**src/rtl/tetris_pkg.sv**
```systemverilog
// Shared types and helpers for the active-piece controller: state encoding,
// tetromino shape table, LFSR seed/taps and shape rotation.
package tetris_pkg;

    typedef enum logic [2:0] {
        ST_IDLE   = 3'd0,
        ST_SPAWN  = 3'd1,
        ST_SETTLE = 3'd2,
        ST_ACTIVE = 3'd3,
        ST_LOCK   = 3'd4,
        ST_OVER   = 3'd5
    } state_t;

    localparam logic [15:0] LFSR_SEED = 16'hACE1;
    // Right-shift Fibonacci form of taps 16,14,13,11 (bits 0,2,3,5 feed bit 15).
    localparam logic [15:0] LFSR_TAPS = 16'h002D;

    localparam logic [15:0] SHAPE_I = 16'h00F0;
    localparam logic [15:0] SHAPE_O = 16'h0066;
    localparam logic [15:0] SHAPE_T = 16'h0072;
    localparam logic [15:0] SHAPE_S = 16'h0036;
    localparam logic [15:0] SHAPE_Z = 16'h0063;
    localparam logic [15:0] SHAPE_L = 16'h0074;
    localparam logic [15:0] SHAPE_J = 16'h0071;

    function automatic logic [15:0] lfsr_next(input logic [15:0] v);
        return {^(v & LFSR_TAPS), v[15:1]};
    endfunction

    function automatic logic [2:0] blk_index(input logic [2:0] raw);
        return (raw == 3'd7) ? 3'd0 : raw;
    endfunction

    function automatic logic [15:0] shape_of(input logic [2:0] idx);
        logic [15:0] s;
        case (idx)
            3'd0:    s = SHAPE_I;
            3'd1:    s = SHAPE_O;
            3'd2:    s = SHAPE_T;
            3'd3:    s = SHAPE_S;
            3'd4:    s = SHAPE_Z;
            3'd5:    s = SHAPE_L;
            3'd6:    s = SHAPE_J;
            default: s = SHAPE_I;
        endcase
        return s;
    endfunction

    // new[4r+c] = old[4c+3-r]
    function automatic logic [15:0] rotate_cw(input logic [15:0] d);
        logic [15:0] r;
        r = 16'h0000;
        for (int row = 0; row < 4; row++) begin
            for (int c = 0; c < 4; c++) begin
                r[4*row+c] = d[4*c+3-row];
            end
        end
        return r;
    endfunction

endpackage

```
**src/rtl/tetris_lfsr16.sv**
```systemverilog
// Free-running 16-bit LFSR; exposes only the low three bits used for shape selection.
module tetris_lfsr16
    import tetris_pkg::*;
(
    input  logic       clk,
    input  logic       rstn,
    output logic [2:0] rnd
);

    logic [15:0] lfsr_r;

    // Steps every cycle in every controller state.
    always_ff @(posedge clk or negedge rstn) begin
        if (!rstn) begin
            lfsr_r <= LFSR_SEED;
        end else begin
            lfsr_r <= lfsr_next(lfsr_r);
        end
    end

    assign rnd = lfsr_r[2:0];

endmodule

```
**src/rtl/tetris_blk_ctrl.sv**
```systemverilog
// Active-piece controller: spawn, gravity and key moves feeding the playfield bitmap.
// Optional macro HARD_DROP_EN: key_drop held in ACTIVE forces a fall every ACTIVE cycle.
module tetris_blk_ctrl
    import tetris_pkg::*;
#(
    parameter int ROW_ADDR_W = 5,
    parameter int COL_ADDR_W = 4,
    parameter int SPEED_FREQ = 50_000_000,
    parameter int SPAWN_COL  = 6,
    parameter int SETTLE     = 2
) (
    input  logic                  clk,
    input  logic                  rstn,
    input  logic                  start,
    input  logic                  key_left,
    input  logic                  key_right,
    input  logic                  key_rot,
    input  logic                  key_drop,
    input  logic                  cur_blk_act,
    input  logic                  left_en,
    input  logic                  right_en,
    input  logic                  up_en,
    input  logic                  game_over,
    output logic [ROW_ADDR_W-1:0] cur_blk_row,
    output logic [COL_ADDR_W-1:0] cur_blk_col,
    output logic [15:0]           cur_blk_data,
    output logic                  falling_update,
    output logic [2:0]            blk_id,
    output logic                  spawn_pulse
);

    localparam int                     FC_W        = (SPEED_FREQ > 1) ? $clog2(SPEED_FREQ) : 1;
    localparam logic [FC_W-1:0]        FC_LAST     = FC_W'(SPEED_FREQ - 1);
    localparam logic [ROW_ADDR_W-1:0]  ROW_LAST    = {ROW_ADDR_W{1'b1}};
    localparam logic [COL_ADDR_W-1:0]  COL_SPAWN   = COL_ADDR_W'(SPAWN_COL);
    localparam logic [3:0]             SETTLE_LAST = 4'(SETTLE - 1);
    localparam logic [3:0]             LOCK_LAST   = 4'd1;

    state_t                  state_r, state_nxt_s;
    logic [3:0]              wait_cnt_r;
    logic [FC_W-1:0]         fall_cnt_r;
    logic                    fall_pend_r, rot_pend_r, left_pend_r, right_pend_r;
    logic                    fall_req_s, fall_tick_s, counting_s, latch_en_s;
    logic                    clr_fall_s, clr_rot_s, clr_left_s, clr_right_s, changed_s;
    logic [ROW_ADDR_W-1:0]   row_nxt_s;
    logic [COL_ADDR_W-1:0]   col_nxt_s;
    logic [15:0]             data_nxt_s;
    logic [2:0]              id_nxt_s, rnd_s;
    logic                    fu_nxt_s, sp_nxt_s;

    tetris_lfsr16 u_lfsr (
        .clk  (clk),
        .rstn (rstn),
        .rnd  (rnd_s)
    );

    assign counting_s  = (state_r == ST_SETTLE) || (state_r == ST_ACTIVE);
    assign fall_tick_s = counting_s && (fall_cnt_r == FC_LAST);
    assign latch_en_s  = (state_r != ST_IDLE) && (state_r != ST_OVER);

`ifdef HARD_DROP_EN
    assign fall_req_s = fall_pend_r | (key_drop & (state_r == ST_ACTIVE));
`else
    logic unused_s;
    assign unused_s   = key_drop;
    assign fall_req_s = fall_pend_r;
`endif

    // State register.
    always_ff @(posedge clk or negedge rstn) begin
        if (!rstn) begin
            state_r <= ST_IDLE;
        end else begin
            state_r <= state_nxt_s;
        end
    end

    // Next-state logic; changed_s comes from the action arbiter below.
    always_comb begin
        state_nxt_s = state_r;
        case (state_r)
            ST_IDLE:   state_nxt_s = start ? ST_SPAWN : ST_IDLE;
            ST_SPAWN:  state_nxt_s = ST_SETTLE;
            ST_SETTLE: state_nxt_s = (wait_cnt_r == SETTLE_LAST) ? ST_ACTIVE : ST_SETTLE;
            ST_ACTIVE: begin
                if (game_over)         state_nxt_s = ST_OVER;
                else if (!cur_blk_act) state_nxt_s = ST_LOCK;
                else if (changed_s)    state_nxt_s = ST_SETTLE;
                else                   state_nxt_s = ST_ACTIVE;
            end
            ST_LOCK: begin
                if (game_over)                    state_nxt_s = ST_OVER;
                else if (wait_cnt_r == LOCK_LAST) state_nxt_s = ST_SPAWN;
                else                              state_nxt_s = ST_LOCK;
            end
            ST_OVER:   state_nxt_s = ST_OVER;
            default:   state_nxt_s = ST_IDLE;
        endcase
    end

    // Output/arbiter logic: one pending action per ACTIVE cycle, fall > rot > left > right.
    always_comb begin
        row_nxt_s   = cur_blk_row;
        col_nxt_s   = cur_blk_col;
        data_nxt_s  = cur_blk_data;
        id_nxt_s    = blk_id;
        fu_nxt_s    = 1'b0;
        sp_nxt_s    = 1'b0;
        changed_s   = 1'b0;
        clr_fall_s  = 1'b0;
        clr_rot_s   = 1'b0;
        clr_left_s  = 1'b0;
        clr_right_s = 1'b0;
        case (state_r)
            ST_SPAWN: begin
                row_nxt_s  = {ROW_ADDR_W{1'b0}};
                col_nxt_s  = COL_SPAWN;
                id_nxt_s   = blk_index(rnd_s);
                data_nxt_s = shape_of(blk_index(rnd_s));
                sp_nxt_s   = 1'b1;
            end
            ST_ACTIVE: begin
                if (!game_over && cur_blk_act) begin
                    if (fall_req_s) begin
                        clr_fall_s = 1'b1;
                        if (cur_blk_row != ROW_LAST) begin
                            row_nxt_s = cur_blk_row + ROW_ADDR_W'(1);
                            fu_nxt_s  = 1'b1;
                            changed_s = 1'b1;
                        end else begin
                            row_nxt_s = cur_blk_row;
                        end
                    end else if (rot_pend_r) begin
                        clr_rot_s = 1'b1;
                        if (up_en) begin
                            data_nxt_s = rotate_cw(cur_blk_data);
                            changed_s  = 1'b1;
                        end else begin
                            data_nxt_s = cur_blk_data;
                        end
                    end else if (left_pend_r) begin
                        clr_left_s = 1'b1;
                        if (left_en) begin
                            col_nxt_s = cur_blk_col - COL_ADDR_W'(1);
                            changed_s = 1'b1;
                        end else begin
                            col_nxt_s = cur_blk_col;
                        end
                    end else if (right_pend_r) begin
                        clr_right_s = 1'b1;
                        if (right_en) begin
                            col_nxt_s = cur_blk_col + COL_ADDR_W'(1);
                            changed_s = 1'b1;
                        end else begin
                            col_nxt_s = cur_blk_col;
                        end
                    end else begin
                        changed_s = 1'b0;
                    end
                end else begin
                    changed_s = 1'b0;
                end
            end
            default: changed_s = 1'b0;
        endcase
    end

    // SETTLE/LOCK dwell counter restarts on every state change.
    always_ff @(posedge clk or negedge rstn) begin
        if (!rstn) begin
            wait_cnt_r <= 4'd0;
        end else if (state_nxt_s != state_r) begin
            wait_cnt_r <= 4'd0;
        end else if ((state_r == ST_SETTLE) || (state_r == ST_LOCK)) begin
            wait_cnt_r <= wait_cnt_r + 4'd1;
        end else begin
            wait_cnt_r <= wait_cnt_r;
        end
    end

    // Gravity timer runs only while a piece is settling or active.
    always_ff @(posedge clk or negedge rstn) begin
        if (!rstn) begin
            fall_cnt_r <= {FC_W{1'b0}};
        end else if (state_r == ST_SPAWN) begin
            fall_cnt_r <= {FC_W{1'b0}};
        end else if (counting_s) begin
            fall_cnt_r <= fall_tick_s ? {FC_W{1'b0}} : fall_cnt_r + FC_W'(1);
        end else begin
            fall_cnt_r <= fall_cnt_r;
        end
    end

    // Pending requests: latched outside IDLE/OVER, flushed on spawn, dropped once served.
    always_ff @(posedge clk or negedge rstn) begin
        if (!rstn) begin
            fall_pend_r  <= 1'b0;
            rot_pend_r   <= 1'b0;
            left_pend_r  <= 1'b0;
            right_pend_r <= 1'b0;
        end else if (state_r == ST_SPAWN) begin
            fall_pend_r  <= 1'b0;
            rot_pend_r   <= 1'b0;
            left_pend_r  <= 1'b0;
            right_pend_r <= 1'b0;
        end else if (latch_en_s) begin
            fall_pend_r  <= (fall_pend_r  & ~clr_fall_s)  | fall_tick_s;
            rot_pend_r   <= (rot_pend_r   & ~clr_rot_s)   | key_rot;
            left_pend_r  <= (left_pend_r  & ~clr_left_s)  | key_left;
            right_pend_r <= (right_pend_r & ~clr_right_s) | key_right;
        end else begin
            fall_pend_r  <= fall_pend_r;
            rot_pend_r   <= rot_pend_r;
            left_pend_r  <= left_pend_r;
            right_pend_r <= right_pend_r;
        end
    end

    // Registered piece outputs toward the bitmap stage.
    always_ff @(posedge clk or negedge rstn) begin
        if (!rstn) begin
            cur_blk_row    <= {ROW_ADDR_W{1'b0}};
            cur_blk_col    <= COL_SPAWN;
            cur_blk_data   <= 16'h0000;
            blk_id         <= 3'd0;
            falling_update <= 1'b0;
            spawn_pulse    <= 1'b0;
        end else begin
            cur_blk_row    <= row_nxt_s;
            cur_blk_col    <= col_nxt_s;
            cur_blk_data   <= data_nxt_s;
            blk_id         <= id_nxt_s;
            falling_update <= fu_nxt_s;
            spawn_pulse    <= sp_nxt_s;
        end
    end

endmodule

```
**config.mk**
```make
export PLATFORM = sky130hd
export DESIGN_NAME = tetris_blk_ctrl
export DESIGN_NICKNAME = d
export VERILOG_FILES = /design/src/rtl/tetris_pkg.sv /design/src/rtl/tetris_lfsr16.sv /design/src/rtl/tetris_blk_ctrl.sv
export SDC_FILE = /design/constraint.sdc
export NUM_CORES = 1
export LEC_CHECK = 0
export ABC_CLOCK_PERIOD_IN_PS = 1900
export BUFFER_PORTS_ARGS = -buffer_cell sky130_fd_sc_hd__buf_2
export CELL_PAD_IN_SITES_DETAIL_PLACEMENT = 1
export CELL_PAD_IN_SITES_GLOBAL_PLACEMENT = 1
export CORE_MARGIN = 1.5
export CORE_UTILIZATION = 41
export DETAILED_ROUTE_END_ITERATION = 8
export PLACE_DENSITY = 0.83
export SLEW_MARGIN = 20
export SYNTH_ARGS = -nofsm -noshare
export SYNTH_HDL_FRONTEND = slang
export SYNTH_SLANG_ARGS = --single-unit
```
**constraint.sdc**
```tcl
create_clock -name clk -period 1.9 [get_ports clk]
set_input_delay 0.095 -clock clk [delete_from_list [all_inputs] [get_ports clk]]
set_output_delay 0.095 -clock clk [all_outputs]
set_load 0.005 [all_outputs]
```
# Word level (Yosys, flattened, before mapping)
# Index checks and enable logic that the tools add are counted.
dict set report op_classes {
  mux 72
  n_addsub 5
  eq_ne 27
  order_cmp 0
  n_bitwise 12
  n_mul 0
  reduce_logical 16
  n_shift 0
  div_mod_pow 0
}
# op count
set op_table {}
lappend op_table {{26-bit two-way mux} 3}
lappend op_table {{16-bit two-way mux} 4}
lappend op_table {{8-bit one-hot mux with 6 select lines} 1}
lappend op_table {{1-bit two-way mux} 43}
lappend op_table {{4-bit two-way mux} 9}
lappend op_table {{16-bit one-hot mux with 2 select lines} 1}
lappend op_table {{26-bit by 1-bit adder with 26-bit output (second input constant)} 1}
lappend op_table {{26-bit == test (second input constant)} 1}
lappend op_table {{3-bit == test (second input constant)} 6}
lappend op_table {{3-bit one-hot mux with 6 select lines} 1}
lappend op_table {{16-bit XOR reduction} 1}
lappend op_table {{3-bit two-way mux} 5}
lappend op_table {{5-bit two-way mux} 3}
lappend op_table {{3-bit by 2-bit == test with 1-bit output (second input constant)} 4}
lappend op_table {{3-bit inequality test (second input constant)} 4}
lappend op_table {{2-bit inequality test (second input constant)} 5}
lappend op_table {{5-bit one-hot mux with 2 select lines} 1}
lappend op_table {{4-bit by 1-bit adder with 4-bit output (second input constant)} 2}
lappend op_table {{4-bit one-hot mux with 2 select lines} 1}
lappend op_table {{2-bit nonzero test} 4}
lappend op_table {{7-bit AND reduction} 1}
lappend op_table {{3-bit by 1-bit == test with 1-bit output (second input constant)} 2}
lappend op_table {{5-bit by 1-bit adder with 5-bit output (second input constant)} 1}
lappend op_table {{5-bit inequality test (second input constant)} 1}
lappend op_table {{14 further kinds} 27}
dict set report totals {
  n_memories 0
  mem_bits_ro 0
  in_bits 12
  mem_bits_rw 0
  elab_cells 146
  latch_bits 0
  reg_bits 83
}

# Logic depth before layout (Yosys ltp)
dict set report depth {
  depth_word 13
  ltp_mapped 8
  mapped_depth_nobuf 8
}

# Hierarchy
# Synthesis repeated with hierarchy kept, for this count alone.
dict set report unflattened {
  cells_unflattened 409
  area_unflattened_um2 4018.9
}
# mod n_inst area_each_um2 seq_area_each_um2 cells_per_inst
set modules_own_cells {}
lappend modules_own_cells {tetris_blk_ctrl 1 3559.7 1679.1 387}
lappend modules_own_cells {tetris_lfsr16 1 459.2 410.4 22}

# Worst setup path after synthesis
# OpenSTA, ideal clock, no wires.
dict set report synth_timing {
  path_kind {register -> register}
  from {register cur_blk_row[0]}
  to {register cur_blk_row[3]}
  required_ns 1.780
  path_slack_ns -0.074
  stages_incl_launch_ff 9
  t_arrival_ns 1.854
  setup_ns 0.120
  path_buffers 0
  cell_sequence {dfrtp_1 -> ha_1 -> and3_1 -> ha_1 -> and4b_1 -> a2111oi_2 -> nand4_1 -> xor2_1 -> nor2_1}
}
dict set report synth_via {
  elab_chain_cells 5
  word_cells_on_any_way 8
  cone_classes {add/sub (1); eq/ne (2); mux (4); reduce/logical (1)}
}
# item line_no
set synth_rtl {}
lappend synth_rtl {{start, declared} tetris_blk_ctrl.sv:24} ;# output logic [ROW_ADDR_W-1:0] cur_blk_row,
lappend synth_rtl {{start signal, assigned} tetris_blk_ctrl.sv:222} ;# cur_blk_row <= {ROW_ADDR_W{1'b0}};
lappend synth_rtl {{start signal, assigned} tetris_blk_ctrl.sv:229} ;# cur_blk_row <= row_nxt_s;
lappend synth_rtl {{5-bit by 1-bit adder with 5-bit output} tetris_blk_ctrl.sv:127} ;# row_nxt_s = cur_blk_row + ROW_ADDR_W'(1);
lappend synth_rtl {{5-bit two-way mux} tetris_blk_ctrl.sv:126} ;# if (cur_blk_row != ROW_LAST) begin
lappend synth_rtl {{5-bit two-way mux} tetris_blk_ctrl.sv:124} ;# if (fall_req_s) begin
lappend synth_rtl {{5-bit two-way mux} tetris_blk_ctrl.sv:123} ;# if (!game_over && cur_blk_act) begin
lappend synth_rtl {{5-bit one-hot mux with 2 select lines} tetris_blk_ctrl.sv:114} ;# case (state_r)
# Several ways; a longest one is shown, not always the timed one. The select of a mux whose other input is x is not followed.
# A chain may end at the register's enable or synchronous reset.

# Final worst setup path
dict set report layout_timing {
  from {register cur_blk_row[1]}
  to {register cur_blk_row[3]}
}
# The elaborated chain is that of the path after synthesis.

==> impl_metrics.env <==
export IMPL_dpl_cell_area_mm2=0.00450
export IMPL_firstDrtPassIters=4
export IMPL_die_width_um=102
export IMPL_die_area_mm2=0.0104
export IMPL_grt_pass1_vias=3391
export IMPL_synthXorXnorAreaFrac=0.0723
export IMPL_postRouteAntennaNets=0
export IMPL_hold_start="key_left"
export IMPL_fin_crit_ns=1.87
export IMPL_startpoint="cur_blk_row[1]"
export IMPL_whs_path_depth=2
export IMPL_yosysUniqueCellTypes=54
export IMPL_rsz0062_at_grt="yes"
export IMPL_path_depth=8
export IMPL_p_leak_uw=0.00232
export IMPL_synth_fp_nets=423
export IMPL_gp_congestion=0.802
export IMPL_synth_compound_area_frac=0.109
export IMPL_fp_dieH_um=102
export IMPL_syn_area_mm2=0.00400
export IMPL_drive_gt1_frac=0.266
export IMPL_critical_path_buf_inv_count=0
export IMPL_fmax_ghz=0.534
export IMPL_synth_area_leader_cell="dfrtp_1"
export IMPL_r2r_start="cur_blk_row[1]"
export IMPL_cts_root_buf="clkbuf_8"
export IMPL_synth_edf_count=0
export IMPL_required_ns=2.16
export IMPL_hold_ws_ns=0.0253
export IMPL_cts_tree="built"
export IMPL_hold_path_class="input pin to register"
export IMPL_synth_commonest_cells="dfrtp_1 (73), nand2_1 (68), nor2_1 (42)"
export IMPL_fp_row_count=35
export IMPL_yosys_warnings=0
export IMPL_slew_headroom=0.674
export IMPL_grt_pass1_wl_um=17200
export IMPL_ys_ff_latch=83
export IMPL_ios=42
export IMPL_drc=0
export IMPL_final_max_slew_violation_count=0
export IMPL_critical_path_class="register to register"
export IMPL_cts_sinks=83
export IMPL_crit_path_start_kind="register"
export IMPL_syn_inst=403
export IMPL_cts_htree_levels=3
export IMPL_crit_family="simple AND/OR/NAND/NOR gates"
export IMPL_setup_violations=0
export IMPL_finalHoldViolations=0
export IMPL_cp_arrival_ns=2.14
export IMPL_vias=3221
export IMPL_final_core_util=0.521
export IMPL_grt_use_total=0.215
export IMPL_grt_max_degree=38
export IMPL_post_drt_wl_per_cell_um=17.0
export IMPL_status="completed"
export IMPL_drt_initial_drc_count=119
export IMPL_ir_drop_mv=0.420
export IMPL_cpMaxStageDelayCell="dfrtp_1"
export IMPL_core_area_mm2=0.00933
export IMPL_worst_r2r_setup_slack_ns=0.03
export IMPL_async_flop_share=1.00
export IMPL_synth_fa_ha_area_frac=0.0269
export IMPL_syn_area_per_cell_um2=9.92
export IMPL_wirelength_um=10300
export IMPL_design_area_mm2=0.00486
export IMPL_crit_fanout=3
export IMPL_antenna_found_initial=0
export IMPL_portBuffers=40
export IMPL_max_stage_delay_ns=0.41
export IMPL_n_antenna_cell=0
export IMPL_worstPathCellList="ha_2 -> and3_4 -> ha_4 -> and4b_2 -> a2111oi_4 -> nand4_1 -> xor2_1 -> nor2_1"
export IMPL_synth_top_area_frac=0.457
export IMPL_finClkSkew_ns=0.0158
export IMPL_num_nets_final=492
export IMPL_finalCritPeriodShare=0.986
export IMPL_seq_area_frac_synth=0.523
export IMPL_initial_core_util=0.429
export IMPL_cts_clk_slew_worst_paths_ns=0.10
export IMPL_synth_mux_area_fraction=0.0125
export IMPL_clock_path_buffers=2
export IMPL_synth_area_leaders="dfrtp_1 (46%), dfstp_2 (6.6%), nand2_1 (6.4%)"
export IMPL_r2r_cells=8
export IMPL_clk_latency_ns=0.37
export IMPL_numCtsBuffers=9
export IMPL_area_delta_synth_final_pct=21.5
export IMPL_p_per_area_mw_per_mm2=1200
export IMPL_drv_cap=0
export IMPL_gr_total_overflow=0
export IMPL_synth_ff_type="dfrtp_1"
export IMPL_viasPerCell=5.32
export IMPL_place_hpwl_um=7200
export IMPL_yosys_area_share_simple=0.225
export IMPL_worstMarginPinSlew_ns=0.489
export IMPL_synth_top_family_by_area="simple AND/OR/NAND/NOR gates"
export IMPL_end_kind="register"
export IMPL_synth_most_common_cell="dfrtp_1"
## flip-flops by register name, indices dropped and copies added, names as in the netlist
| register | count |
|---|---|
| state_r | 3 |
| wait_cnt_r | 4 |
| falling_update | 1 |
| spawn_pulse | 1 |
| cur_blk_row | 5 |
| blk_id | 3 |
| fall_cnt_r | 26 |
| right_pend_r | 1 |
| left_pend_r | 1 |
| cur_blk_data | 16 |
| fall_pend_r | 1 |
| cur_blk_col | 4 |
| u_lfsr.lfsr_r | 16 |
| rot_pend_r | 1 |
## stage by stage
step	TNS [ns]	total power [µW]	instances	setup WS [ns]
floorplan	0	3630	403	0.0454
global placement	0	4290	582	0.0122
detailed placement	-0.0829	4440	582	-0.0285
CTS	-0.0608	5800	602	-0.0608
global route	-0.323	6240	606	-0.120
finish	0	5840	606	0.0260
## per-layer routing
layer,track usage,vias to the layer above,share of wire
met2,0.367,53,0.52
met4,0.0673,0,0.018
li1,-,1521,-
met1,0.282,1630,0.43
met3,0.0331,17,0.031
met5,0,-,0
## worst paths after layout
path,to
max,cur_blk_row[3]
min,left_pend_r
max reg2reg,cur_blk_row[3]
min reg2reg,u_lfsr.lfsr_r[8]
max in group asynchronous,fall_cnt_r[19]
min in group asynchronous,cur_blk_data[6]
## kinds of logic (layout without fill, tap and decap cells)
logic type	Yosys count	count (layout)
adder cells (fa/ha/maj)	8	8
AO/OA/AOI/OAI	70	70
XOR/XNOR	33	33
multiplexers	5	5
buffers and inverters	27	101
flip-flops	83	83
AND/OR/NAND/NOR	177	177
## layout by cell type, fill, tap and decap left out, types with 5 or more instances in the layout
cell type  netlist  final
nor2_1          42     42
xnor2_1          7      7
buf_2            7     39
xor2_1          26     26
nand3_1         15     15
mux2i_1          5      5
ha_1             7      5
a21oi_1         10      9
nand2_1         68     66
nand4_1          8      8
inv_1           11     11
a21o_1           5      5
dfstp_2         10     10
buf_4            0     30
nand2b_1         6      5
nor3_1           9      7
a22o_1           5      5
o21ai_0         28     28
clkbuf_8         0      9
dfrtp_1         73     72
## cell type report
type                            count  area, µm²
Inverter                           11       41.3
Tap cell                          129        161
Sequential cell                    83       2090
Fill cell                        1067       4470
Timing Repair Buffer               74        483
Clock buffer                        9        124
Clock inverter                      7       73.8
Multi-Input combinational cell    293       1880
## power breakdown
part	internal, µW	switching (µW)	total, µW	leakage [µW]
Combinational	909	1340	2250	0.00113
Sequential	2030	281	2310	0.00109
Clock	521	759	1280	0.000101
Total	3460	2380	5840	0.00232
## timing repair
| action | 4_1_cts | 5_1_grt |
|---|---|---|
| hold buffers | 2 | 0 |
| resized for setup | 8 | 13 |
| pin swaps | 5 | 8 |
| endpoints found under the hold margin | 27 | 0 |
| setup endpoints to repair | 8 | 31 |
| buffers inserted | 2 | 4 |
(Power assumes the default switching activity.)
